===== config.mk =====
export PLATFORM = sky130hd
export DESIGN_NAME = num_to_ascii
export DESIGN_NICKNAME = d
export VERILOG_FILES = /design/src/rtl/num_to_ascii.sv
export SDC_FILE = /design/constraint.sdc
export NUM_CORES = 1
export LEC_CHECK = 0
export CORE_MARGIN = 2
export CORE_UTILIZATION = 50
export CTS_CLUSTER_DIAMETER = 40
export CTS_CLUSTER_SIZE = 16
export DETAILED_ROUTE_END_ITERATION = 16
export PLACE_DENSITY = 0.83
export REMOVE_ABC_BUFFERS = 1
export SLEW_MARGIN = 30
export SYNTH_ARGS = -nofsm -noshare
export SYNTH_HDL_FRONTEND = slang
export SYNTH_SLANG_ARGS = --single-unit

===== constraint.sdc =====
create_clock -name clk -period 3.6 [get_ports clk]
set_input_delay 0.9 -clock clk [delete_from_list [all_inputs] [get_ports clk]]
set_output_delay 0.9 -clock clk [all_outputs]
set_load 0.1 [all_outputs]

===== src/rtl/num_to_ascii.sv =====
// Binary-to-ASCII decimal formatter: double-dabble conversion, then MSD-first digits plus separator
// over a valid/ready byte stream. Define NUM2ASCII_SIGNED_EN for two's-complement input with a '-' prefix.
module num_to_ascii #(
  parameter int DATA_W = 8,
  parameter int DIGITS = 3
) (
  input  logic              clk,
  input  logic              rst,
  input  logic              num_valid,
  input  logic [DATA_W-1:0] num_data,
  input  logic              sep_sel,
  output logic              num_ready,
  output logic              busy,
  output logic [7:0]        tx_data,
  output logic              tx_valid,
  input  logic              tx_ready
);

  localparam int BW = 4 * DIGITS;
  localparam int CW = $clog2(DATA_W + 1);
  localparam int IW = (DIGITS > 1) ? $clog2(DIGITS) : 1;

  typedef enum logic [2:0] {IDLE, CONV, SIGN, DIG, SEP1, SEP2} state_t;

  state_t            state;
  logic [DATA_W-1:0] bin;
  logic [BW-1:0]     bcd, bcd_adj, bcd_nxt;
  logic [CW-1:0]     cnt;
  logic [IW-1:0]     idx, idx_dn, lead;
  logic              sep;
`ifdef NUM2ASCII_SIGNED_EN
  logic              neg;
`endif

  function automatic logic [BW-1:0] add3(input logic [BW-1:0] b);
    logic [BW-1:0] r;
    r = b;
    for (int i = 0; i < DIGITS; i++)
      if (b[4*i +: 4] >= 4'd5) r[4*i +: 4] = b[4*i +: 4] + 4'd3;
    return r;
  endfunction

  // Highest nonzero nibble; an all-zero value still yields position 0 so '0' is printed.
  function automatic logic [IW-1:0] msd(input logic [BW-1:0] b);
    logic [IW-1:0] r;
    r = '0;
    for (int i = 0; i < DIGITS; i++)
      if (b[4*i +: 4] != 4'd0) r = IW'(i);
    return r;
  endfunction

  always_comb begin
    bcd_adj = add3(bcd);
    bcd_nxt = {bcd_adj[BW-2:0], bin[DATA_W-1]};
    lead    = msd(bcd_nxt);
    idx_dn  = idx - 1'b1;
  end

  assign num_ready = (state == IDLE);
  assign busy      = (state != IDLE);

  always_ff @(posedge clk) begin
    if (rst) begin
      state    <= IDLE;
      bin      <= '0;
      bcd      <= '0;
      cnt      <= '0;
      idx      <= '0;
      sep      <= 1'b0;
      tx_valid <= 1'b0;
      tx_data  <= 8'h00;
`ifdef NUM2ASCII_SIGNED_EN
      neg      <= 1'b0;
`endif
    end else begin
      case (state)
        IDLE: if (num_valid) begin
          state <= CONV;
          bcd   <= '0;
          cnt   <= '0;
          sep   <= sep_sel;
`ifdef NUM2ASCII_SIGNED_EN
          neg   <= num_data[DATA_W-1];
          bin   <= num_data[DATA_W-1] ? -num_data : num_data;
`else
          bin   <= num_data;
`endif
        end
        CONV: begin
          bcd <= bcd_nxt;
          bin <= bin << 1;
          cnt <= cnt + 1'b1;
          if (cnt == CW'(DATA_W - 1)) begin
            idx      <= lead;
            tx_valid <= 1'b1;
`ifdef NUM2ASCII_SIGNED_EN
            if (neg) begin
              state   <= SIGN;
              tx_data <= 8'h2D;
            end else
`endif
            begin
              state   <= DIG;
              tx_data <= {4'h3, bcd_nxt[{lead, 2'b00} +: 4]};
            end
          end
        end
`ifdef NUM2ASCII_SIGNED_EN
        SIGN: if (tx_ready) begin
          state   <= DIG;
          tx_data <= {4'h3, bcd[{idx, 2'b00} +: 4]};
        end
`endif
        DIG: if (tx_ready) begin
          if (idx == '0) begin
            state   <= SEP1;
            tx_data <= sep ? 8'h0D : 8'h20;
          end else begin
            idx     <= idx_dn;
            tx_data <= {4'h3, bcd[{idx_dn, 2'b00} +: 4]};
          end
        end
        SEP1: if (tx_ready) begin
          if (sep) begin
            state   <= SEP2;
            tx_data <= 8'h0A;
          end else begin
            state    <= IDLE;
            tx_valid <= 1'b0;
          end
        end
        SEP2: if (tx_ready) begin
          state    <= IDLE;
          tx_valid <= 1'b0;
        end
        default: begin
          state    <= IDLE;
          tx_valid <= 1'b0;
        end
      endcase
    end
  end

endmodule


==> flow_summary.json, run 1 <==
{
  "tightest_slew_ns": 0.9575,
  "netlist_instances": 293,
  "rr_worst_depth": 8,
  "syn_to_final_growth_pct": 13.15,
  "synth_mux_area_share_pct": 5.456,
  "drc": 0,
  "crit_buf_inv": 1,
  "share_seq_of_total_power_pct": 30.4,
  "min_path_cells": 2,
  "drt-total-wl_um": 4968,
  "synth-simple-area-share_pct": 23.40,
  "vias": 2113,
  "grt_util_all_layers_pct": 20.78,
  "dieArea_um2": 5144,
  "routed_via_density": 5.902,
  "worst_hold_slack_ns": 0.4730,
  "yosys.cell_types.count": 51,
  "leakage_uw": 0.0009378,
  "p_switching_uw": 926.1,
  "worstSetupPathType": "reg2out",
  "layout.nets": 326,
  "rsz0062_at_grt": "no",
  "synthAdderAreaFrac_pct": 4.364,
  "fin_util_pct": 59.19,
  "comb_power_share_pct": 50.2,
  "timing.reg2reg.setup_slack_ns": 1.17,
  "yosys_register_bits": 37,
  "maxSlewHeadroom_pct": 35.97,
  "core_um2": 4384,
  "cts_buffers": 5,
  "chipHeight_um": 71.73,
  "cts_resized": 0,
  "grt_pass1_wl_um": 8562,
  "post_cts_buffers": 0,
  "slew_violations": 0,
  "p_int_uw": 998.1,
  "synth-edff-count": 0,
  "worst-path-stages": 1,
  "switching_share_pct": 48.13,
  "endpoint_kind": "primary output",
  "finalPower_uw": 1924,
  "io_buffers": 21,
  "drive_above_1_share_pct": 10.78,
  "worst_ep_required_time_ns": 2.70,
  "gp_congestion": 0.9116,
  "crit_path_max_fanout": 2,
  "dpl.hpwl_um": 3589,
  "worst_path_max_delay_cell": "clkdlybuf4s50_1",
  "crit_chain": "clkdlybuf4s50_1",
  "antenna_found_initial": 0,
  "worstSetupStartpointType": "flip-flop",
  "die_w_um": 71.73,
  "peakVddDrop_mv": 0.3263,
  "holdBufCountCts": 0,
  "p_per_area_nw_per_um2": 741.5,
  "status": "completed",
  "worst_skew_pair.late_latency_ns": 0.29,
  "p_clk_share_pct": 19.5,
  "hold_path.class": "reg2reg",
  "crit_arrival_ns": 1.76,
  "grt_start_max_net_pins": 36,
  "synth_flop_cell": "dfxtp_1",
  "cts_max_path_buffers": 2,
  "final.setup_skew_ns": 0.003221,
  "yosys.area_share.xor_xnor_pct": 1.146,
  "setup-violations-final": 0,
  "dr_wl_met3_um": 295,
  "htreeDepth": 2,
  "tritoncts": "built",
  "drt_pass1_iterations": 4,
  "overflow": 0,
  "synth-compound-area-share_pct": 25.86,
  "ctsRootBufferMaster": "clkbuf_8",
  "critPathTopFamily": "buffers and inverters",
  "yosysWarnings": 0,
  "highest_layer": "met4",
  "min_period_over_period_pct": 73.98,
  "syn_avg_cell_area_um2": 7.827,
  "diodes": 0,
  "min_period_ns": 2.663,
  "drt_iter0_markers": 172,
  "fmax_mhz": 375.5,
  "cap_viol_max_count": 0,
  "path_clk_slew_ns": 0.07,
  "synthArstFlopShare_pct": 0,
  "wl_per_cell_um": 13.88,
  "synth_top_family_by_area": "compound AO/OA/AOI/OAI gates",
  "synth_seq_area_share_pct": 32.30,
  "io-pin-count": 24,
  "cts.sinks": 37,
  "antenna_left": 0,
  "n_fill_cell": 392,
  "hold_viol": 0,
  "crit_path_max_incr_delay_ns": 1.13,
  "met2_length_um": 2360,
  "row_count": 24,
  "grt_pass1_vias": 1912,
  "synth_area_um2": 2293,
  "wl_met1_um": 2239,
  "start_util_pct": 52.31
}
==> placed cells by master (no fill, tap or decap), drive strengths merged, types with 2 or more instances in the layout <==
master / count
clkdlybuf4s50: 16
nor3: 3
nand2: 37
nor3b: 6
and2: 4
o221ai: 2
a21oi: 29
a31o: 2
a31oi: 7
a311oi: 12
o31ai: 2
ha: 8
inv: 15
xnor2: 3
dfxtp: 37
a2111oi: 2
nor2b: 2
o21ai: 14
buf: 9
and2b: 2
nand2b: 7
conb: 2
clkbuf: 7
a211oi: 4
mux2i: 8
nand3: 12
nor2: 34
mux2: 4
a32oi: 2
==> cell families (layout without fill, tap and decap cells) <==
family | Yosys count | count (layout)
AO/OA/AOI/OAI | 84 | 84
XOR/XNOR | 3 | 3
adder cells (fa/ha/maj) | 8 | 8
buffers and inverters | 36 | 48
flip-flops | 37 | 37
multiplexers | 12 | 12
other | 1 | 2
AND/OR/NAND/NOR | 112 | 112
==> per-stage QoR <==
stage	setup WS (ns)	instances	cell area [µm²]	setup TNS [ns]
floorplan	-1.195	273	2186	-13.16
CTS	0.9192	358	2595	0
detailed placement	0.8336	350	2479	0
finish	0.9367	358	2595	0
global placement	0.8958	350	2479	0
global route	0.9034	358	2595	0
==> power groups by stage <==
stage | sequential [µW] | combinational (µW) | clock, µW
after CTS | 584 | 970 | 382
after global routing | 598 | 1030 | 396
after detailed placement | 593 | 965 | 0
after floorplan | 814 | 510 | 0
final | 584 | 965 | 375
after global placement | 589 | 950 | 0
==> per-layer routing <==
layer / global-route usage, % / vias to the layer above
met5: 0 / -
met4: 8.805 / 0
met3: 3.516 / 8
met2: 31.69 / 54
met1: 29.01 / 980
li1: - / 1071
==> worst paths after layout <==
kind,start,endpoint
hold reg to reg,bin[0]$_SDFFE_PP0P_,bin[0]$_SDFFE_PP0P_
setup / recovery,tx_data[5]$_SDFFE_PP0P_,tx_data[5]
hold / removal,bin[0]$_SDFFE_PP0P_,bin[0]$_SDFFE_PP0P_
setup reg to reg,idx[0]$_SDFFE_PP0P_,tx_data[0]$_SDFFE_PP0P_
==> registers in the layout, summed over array words and instances, names as in the netlist <==
| register | flops |
|---|---|
| tx_data | 6 |
| bin | 8 |
| tx_valid | 1 |
| cnt | 4 |
| bcd | 12 |
| state | 3 |
| sep | 1 |
| idx | 2 |
==> Yosys cell counts (all sizes together), types with 7 or more instances <==
library cell	count	share of area [%]
a21oi	29	6.5
a311oi	12	4.6
a31oi	7	2.6
buf	11	3.2
clkbuf	10	1.6
dfxtp	37	32
ha	8	4.4
inv	15	2.5
mux2i	8	3.5
nand2	37	6.1
nand2b	7	1.9
nand3	12	2.8
nor2	34	5.6
o21ai	14	3.2
==> layout make-up <==
type                            instances  area (µm²)  area share (%)
Tap cell                               52       65.06           2.507
Sequential cell                        37       740.7           28.54
Inverter                               15       56.30           2.170
Multi-Input combinational cell        221        1389           53.52
Clock inverter                          1       30.03           1.157
Timing Repair Buffer                   25       227.7           8.775
Clock buffer                            7       86.33           3.327
No activity file was read; power rests on OpenSTA's default activity.
==> run 2, diff against run 1 <==
Clock period 3.6 ns to 2.8 ns, I/O delays scaled along.
==> run 2 against run 1 <==
  * Critical path depth up 7
  * Non-clock buffer count unchanged
  * Hold slack worse by 0.0035 ns
  * Critical path type is now reg2reg
  * Highest routed layer unchanged
==> flow_summary.json, run 2 (synthesis gave the netlist of run 1 again) <==
{
  "cts_max_path_buffers": 2,
  "diodes": 0,
  "layout_common_cells": "37 x nand2_1, 37 x dfxtp_1, 34 x nor2_1",
  "drt_iter0_markers": 197,
  "worst_hold_slack_ns": 0.4694,
  "rr_worst_depth": 8,
  "core_um2": 4384,
  "largest-register": "bcd",
  "vias": 2136,
  "syn_to_final_growth_pct": 12.71,
  "routed_via_density": 5.966,
  "tritoncts": "built",
  "gp_congestion": 0.8511,
  "cts_resized": 0,
  "final.setup_skew_ns": 0.005599,
  "cap_viol_max_count": 0,
  "tns_ns": 0,
  "cts_buffers": 5,
  "post_cts_buffers": 0,
  "start_util_pct": 52.31,
  "largest_reg_flops": 12,
  "finalPower_uw": 2467,
  "r2r-start": "idx[0]$_SDFFE_PP0P_",
  "rsz0062_at_grt": "no",
  "fin_util_pct": 58.96,
  "hold_end": "bin[0]$_SDFFE_PP0P_",
  "path_clk_slew_ns": 0.07,
  "drive_above_1_share_pct": 12.09,
  "chipHeight_um": 71.73,
  "setup-violations-final": 0,
  "holdBufCountCts": 0,
  "dieArea_um2": 5144,
  "io-pin-count": 24,
  "n_fill_cell": 388,
  "die_w_um": 71.73,
  "layout.nets": 326,
  "hold_path.class": "reg2reg",
  "htreeDepth": 2,
  "crit_arrival_ns": 2.49,
  "status": "completed",
  "reg_top3": "bcd x12, bin x8, tx_data x6",
  "min_period_ns": 2.305,
  "drc": 0,
  "peakVddDrop_mv": 0.4751,
  "min_period_over_period_pct": 82.31,
  "worstSetupPathType": "reg2reg",
  "grt_pass1_vias": 1823,
  "ctsRootBufferMaster": "clkbuf_8",
  "endpoint_kind": "flip-flop",
  "fmax_mhz": 433.9,
  "layout_setup_ws_ns": 0.4954,
  "timing.reg2reg.setup_slack_ns": 0.50,
  "wl_per_cell_um": 13.76,
  "slew_violations": 0,
  "hold_viol": 0,
  "antenna_left": 0,
  "row_count": 24,
  "timing.rr.end": "tx_data[0]$_SDFFE_PP0P_",
  "overflow": 0,
  "grt_pass1_wl_um": 8411,
  "grt_start_max_net_pins": 35,
  "drt_pass1_iterations": 4,
  "p_per_area_nw_per_um2": 954.3,
  "worstSetupStartpointType": "flip-flop",
  "min_from": "bin[0]$_SDFFE_PP0P_",
  "worst_ep_required_time_ns": 2.98,
  "pre_cts_slack_ns": 0.3737,
  "dpl.hpwl_um": 3549,
  "min_path_cells": 2,
  "io_buffers": 21,
  "worst_skew_pair.late_latency_ns": 0.29,
  "grt_util_all_layers_pct": 20.28,
  "crit_path_max_fanout": 9,
  "drt-total-wl_um": 4926,
  "antenna_found_initial": 0,
  "leakage_uw": 0.0009448,
  "cts.sinks": 37
}
run 2: changes by cell type in the layout (fill, tap and decap cells not counted):
cell and delta:
clkdlybuf4s50_1 -4, buf_4 +4
run 2: how the worst max path moves through the flow:
stage                                   end                  start  slack, ns  cells past startpoint
CTS                 tx_data[0]$_SDFFE_PP0P_    idx[0]$_SDFFE_PP0P_       0.50                      8
global route        tx_data[0]$_SDFFE_PP0P_    idx[0]$_SDFFE_PP0P_       0.29                      8
finish              tx_data[0]$_SDFFE_PP0P_    idx[0]$_SDFFE_PP0P_       0.50                      8
detailed placement    state[0]$_SDFFE_PP0P_               tx_ready       0.37                      7
global placement      state[0]$_SDFFE_PP0P_               tx_ready       0.45                      7
floorplan                              busy  state[1]$_SDFFE_PP0P_      -1.80                      2
run 2: layout make-up:
cell class,instances,area [µm²],area share (%)
Tap cell,52,65.06,2.517
Multi-Input combinational cell,221,1389,53.73
Sequential cell,37,740.7,28.65
Inverter,15,56.30,2.178
Timing Repair Buffer,25,217.7,8.422
Clock inverter,1,30.03,1.162
Clock buffer,7,86.33,3.340
run 2: layer usage:
metal	up-vias	wire length, µm	GRT usage [%]
met1	997	2306	28.23
met4	0	58	6.709
met5	-	0	0
li1	1072	-	-
met2	60	2267	31.07
met3	7	293	4.641
run 2: per-stage QoR:
step / cell area, µm² / std cells
floorplan: 2186 / 273
global route: 2585 / 358
CTS: 2585 / 358
global placement: 2469 / 350
detailed placement: 2469 / 350
finish: 2585 / 358
run 2: critical path, cell delays in order (launching register included):
cell       delay (ns)
dfxtp_1          0.43
inv_1            0.15
ha_1             0.51
mux2i_1          0.23
nor2_1           0.06
a311oi_1         0.23
o21ai_0          0.15
a2111oi_2        0.36
nor2_1           0.08
run 2: report_power, final:
part	internal (µW)	switching, µW
clock network	290	192
logic	339	893
registers	646	106
==> run 3, diff against run 2 <==
Settings changed: PLACE_DENSITY 0.83 to 0.86.
Clock period 2.8 ns to 2.1 ns, I/O delays scaled along.
==> run 3 against run 2 <==
  * Wire length up 9.1%
  * Via count increased by 6.0%
  * Final cell count rose by 3.9%
==> flow_summary.json, run 3 (synthesis gave the netlist of run 1 again) <==
{
  "status": "completed",
  "row_count": 24,
  "drive_above_1_share_pct": 17.50,
  "hold_viol": 0,
  "worstSetupStartpointType": "flip-flop",
  "leakage_uw": 0.001013,
  "die_w_um": 71.73,
  "layout_setup_ws_ns": 0.1045,
  "n_fill_cell": 386,
  "met1_usage_pct": 29.18,
  "tightest_slew_ns": 0.5070,
  "final_common_cell": "nand2_1",
  "drt-total-wl_um": 5373,
  "htreeDepth": 2,
  "fmax_mhz": 501.1,
  "antenna_left": 0,
  "crit_chain": "inv_1, ha_1, nand2b_1, a21oi_1, mux2_2, o41ai_1, a211oi_1, nor2_1",
  "cap_viol_max_count": 0,
  "cts_max_path_buffers": 2,
  "multi_input_area_um2": 1409,
  "min_period_ns": 1.996,
  "chipHeight_um": 71.73,
  "hold_path.class": "reg2reg",
  "cts_buffers": 5,
  "grt_start_max_net_pins": 35,
  "antenna_found_initial": 0,
  "reg_top3": "bcd x12, bin x8, tx_data x6",
  "gp_congestion": 0.9437,
  "drt_iter0_markers": 266,
  "met2_usage_pct": 34.26,
  "start_util_pct": 52.31,
  "peakVddDrop_mv": 0.6233,
  "final.setup_skew_ns": 0.007892,
  "grt_pass1_vias": 2032,
  "slew_violations": 0,
  "largest-register": "bcd",
  "p_per_area_nw_per_um2": 1207,
  "worstSetupPathType": "reg2reg",
  "tritoncts": "built",
  "path_clk_slew_ns": 0.07,
  "vias": 2265,
  "overflow": 0,
  "use_met3_pct": 4.360,
  "io-pin-count": 24,
  "post_dp_cell_area_um2": 2606,
  "diodes": 0,
  "wl_per_cell_um": 14.44,
  "placed_cells": 365,
  "cts.sinks": 37,
  "worst_skew_pair.late_latency_ns": 0.29,
  "endpoint_kind": "flip-flop",
  "maxSlewHeadroom_pct": 66.20,
  "pre_cts_slack_ns": -0.04660,
  "syn_to_final_growth_pct": 18.11,
  "largest_reg_flops": 12,
  "layout.area.seq_um2": 742.0,
  "ctsRootBufferMaster": "clkbuf_8",
  "worst_ep_required_time_ns": 2.32,
  "layout_common_cells": "37 x nand2_1, 36 x dfxtp_1, 34 x nor2_1",
  "final_area_um2": 2709,
  "drc": 0,
  "crit_path_max_incr_delay_ns": 0.39,
  "crit_arrival_ns": 2.22,
  "crit_path_max_fanout": 7,
  "layout.nets": 342,
  "fin_cells": 372,
  "grt_pass1_wl_um": 8990,
  "dpl.hpwl_um": 3854,
  "core_um2": 4384,
  "grt_util_all_layers_pct": 21.51,
  "min_period_over_period_pct": 95.02,
  "drt_pass1_iterations": 5,
  "worst_path_max_delay_cell": "mux2_2",
  "routed_via_density": 6.089,
  "worst_hold_slack_ns": 0.4850,
  "io_buffers": 21,
  "setup-violations-final": 0,
  "dieArea_um2": 5144,
  "grt.busiest_layer": "met2",
  "rsz0062_at_grt": "yes"
}
==> run 3: cell type report <==
| cell class | count | share of cell area, % |
|---|---|---|
| multi-input cells | 221 | 52.01 |
| clock buffers | 5 | 2.540 |
| repair buffers | 41 | 13.39 |
| well taps | 52 | 2.402 |
| clock inverters | 1 | 0.1848 |
| inverters | 15 | 2.079 |
| flip-flops and latches | 37 | 27.39 |
==> run 3: final timing paths <==
path | start | end | slack (ns) | cells after the start
setup reg to reg | bcd[0]$_SDFFE_PP0P_ | tx_data[2]$_SDFFE_PP0P_ | 0.10 | 8
hold / removal | bin[0]$_SDFFE_PP0P_ | bin[0]$_SDFFE_PP0P_ | 0.48 | 2
setup / recovery | bcd[0]$_SDFFE_PP0P_ | tx_data[2]$_SDFFE_PP0P_ | 0.10 | 8
hold reg to reg | bin[0]$_SDFFE_PP0P_ | bin[0]$_SDFFE_PP0P_ | 0.48 | 2
==> run 3: power breakdown <==
part           total [µW]  leakage, µW  internal (µW)  switching, µW
clock                 457    0.0000399            218            239
combinational        1850     0.000671            574           1280
sequential            963     0.000302            862            101
==> run 3: metal layers <==
metal / wire (µm) / up-vias
li1: - / 1092
met1: 2378 / 1068
met2: 2553 / 91
met3: 358 / 14
met4: 82 / 0
met5: 0 / -
==> run 3: worst max-delay path: cells and delay by family (launching register included) <==
kind / cells / cell delay, ns
flip-flops: 1 / 0.38
AND/OR/NAND/NOR: 2 / 0.20
adder cells (fa/ha/maj): 1 / 0.23
buffers and inverters: 1 / 0.08
AO/OA/AOI/OAI: 3 / 0.65
multiplexers: 1 / 0.39
==> run 3: timing repair <==
action                                  CTS  global route
setup buffers                             0             1
resized for setup                         0             5
endpoints found under the setup margin    0             5
hold buffers                              0             0
==> run 3: stage by stage <==
| stage | total power (µW) | TNS (ns) | util, % |
|---|---|---|---|
| floorplan | 2250 | -53.59 | - |
| global placement | 2780 | -0.005523 | 59.45 |
| detailed placement | 2820 | -0.1543 | 59.45 |
| CTS | 3278 | 0 | 61.13 |
| global route | 3447 | -0.04005 | 61.79 |
| finish | 3271 | 0 | 61.79 |
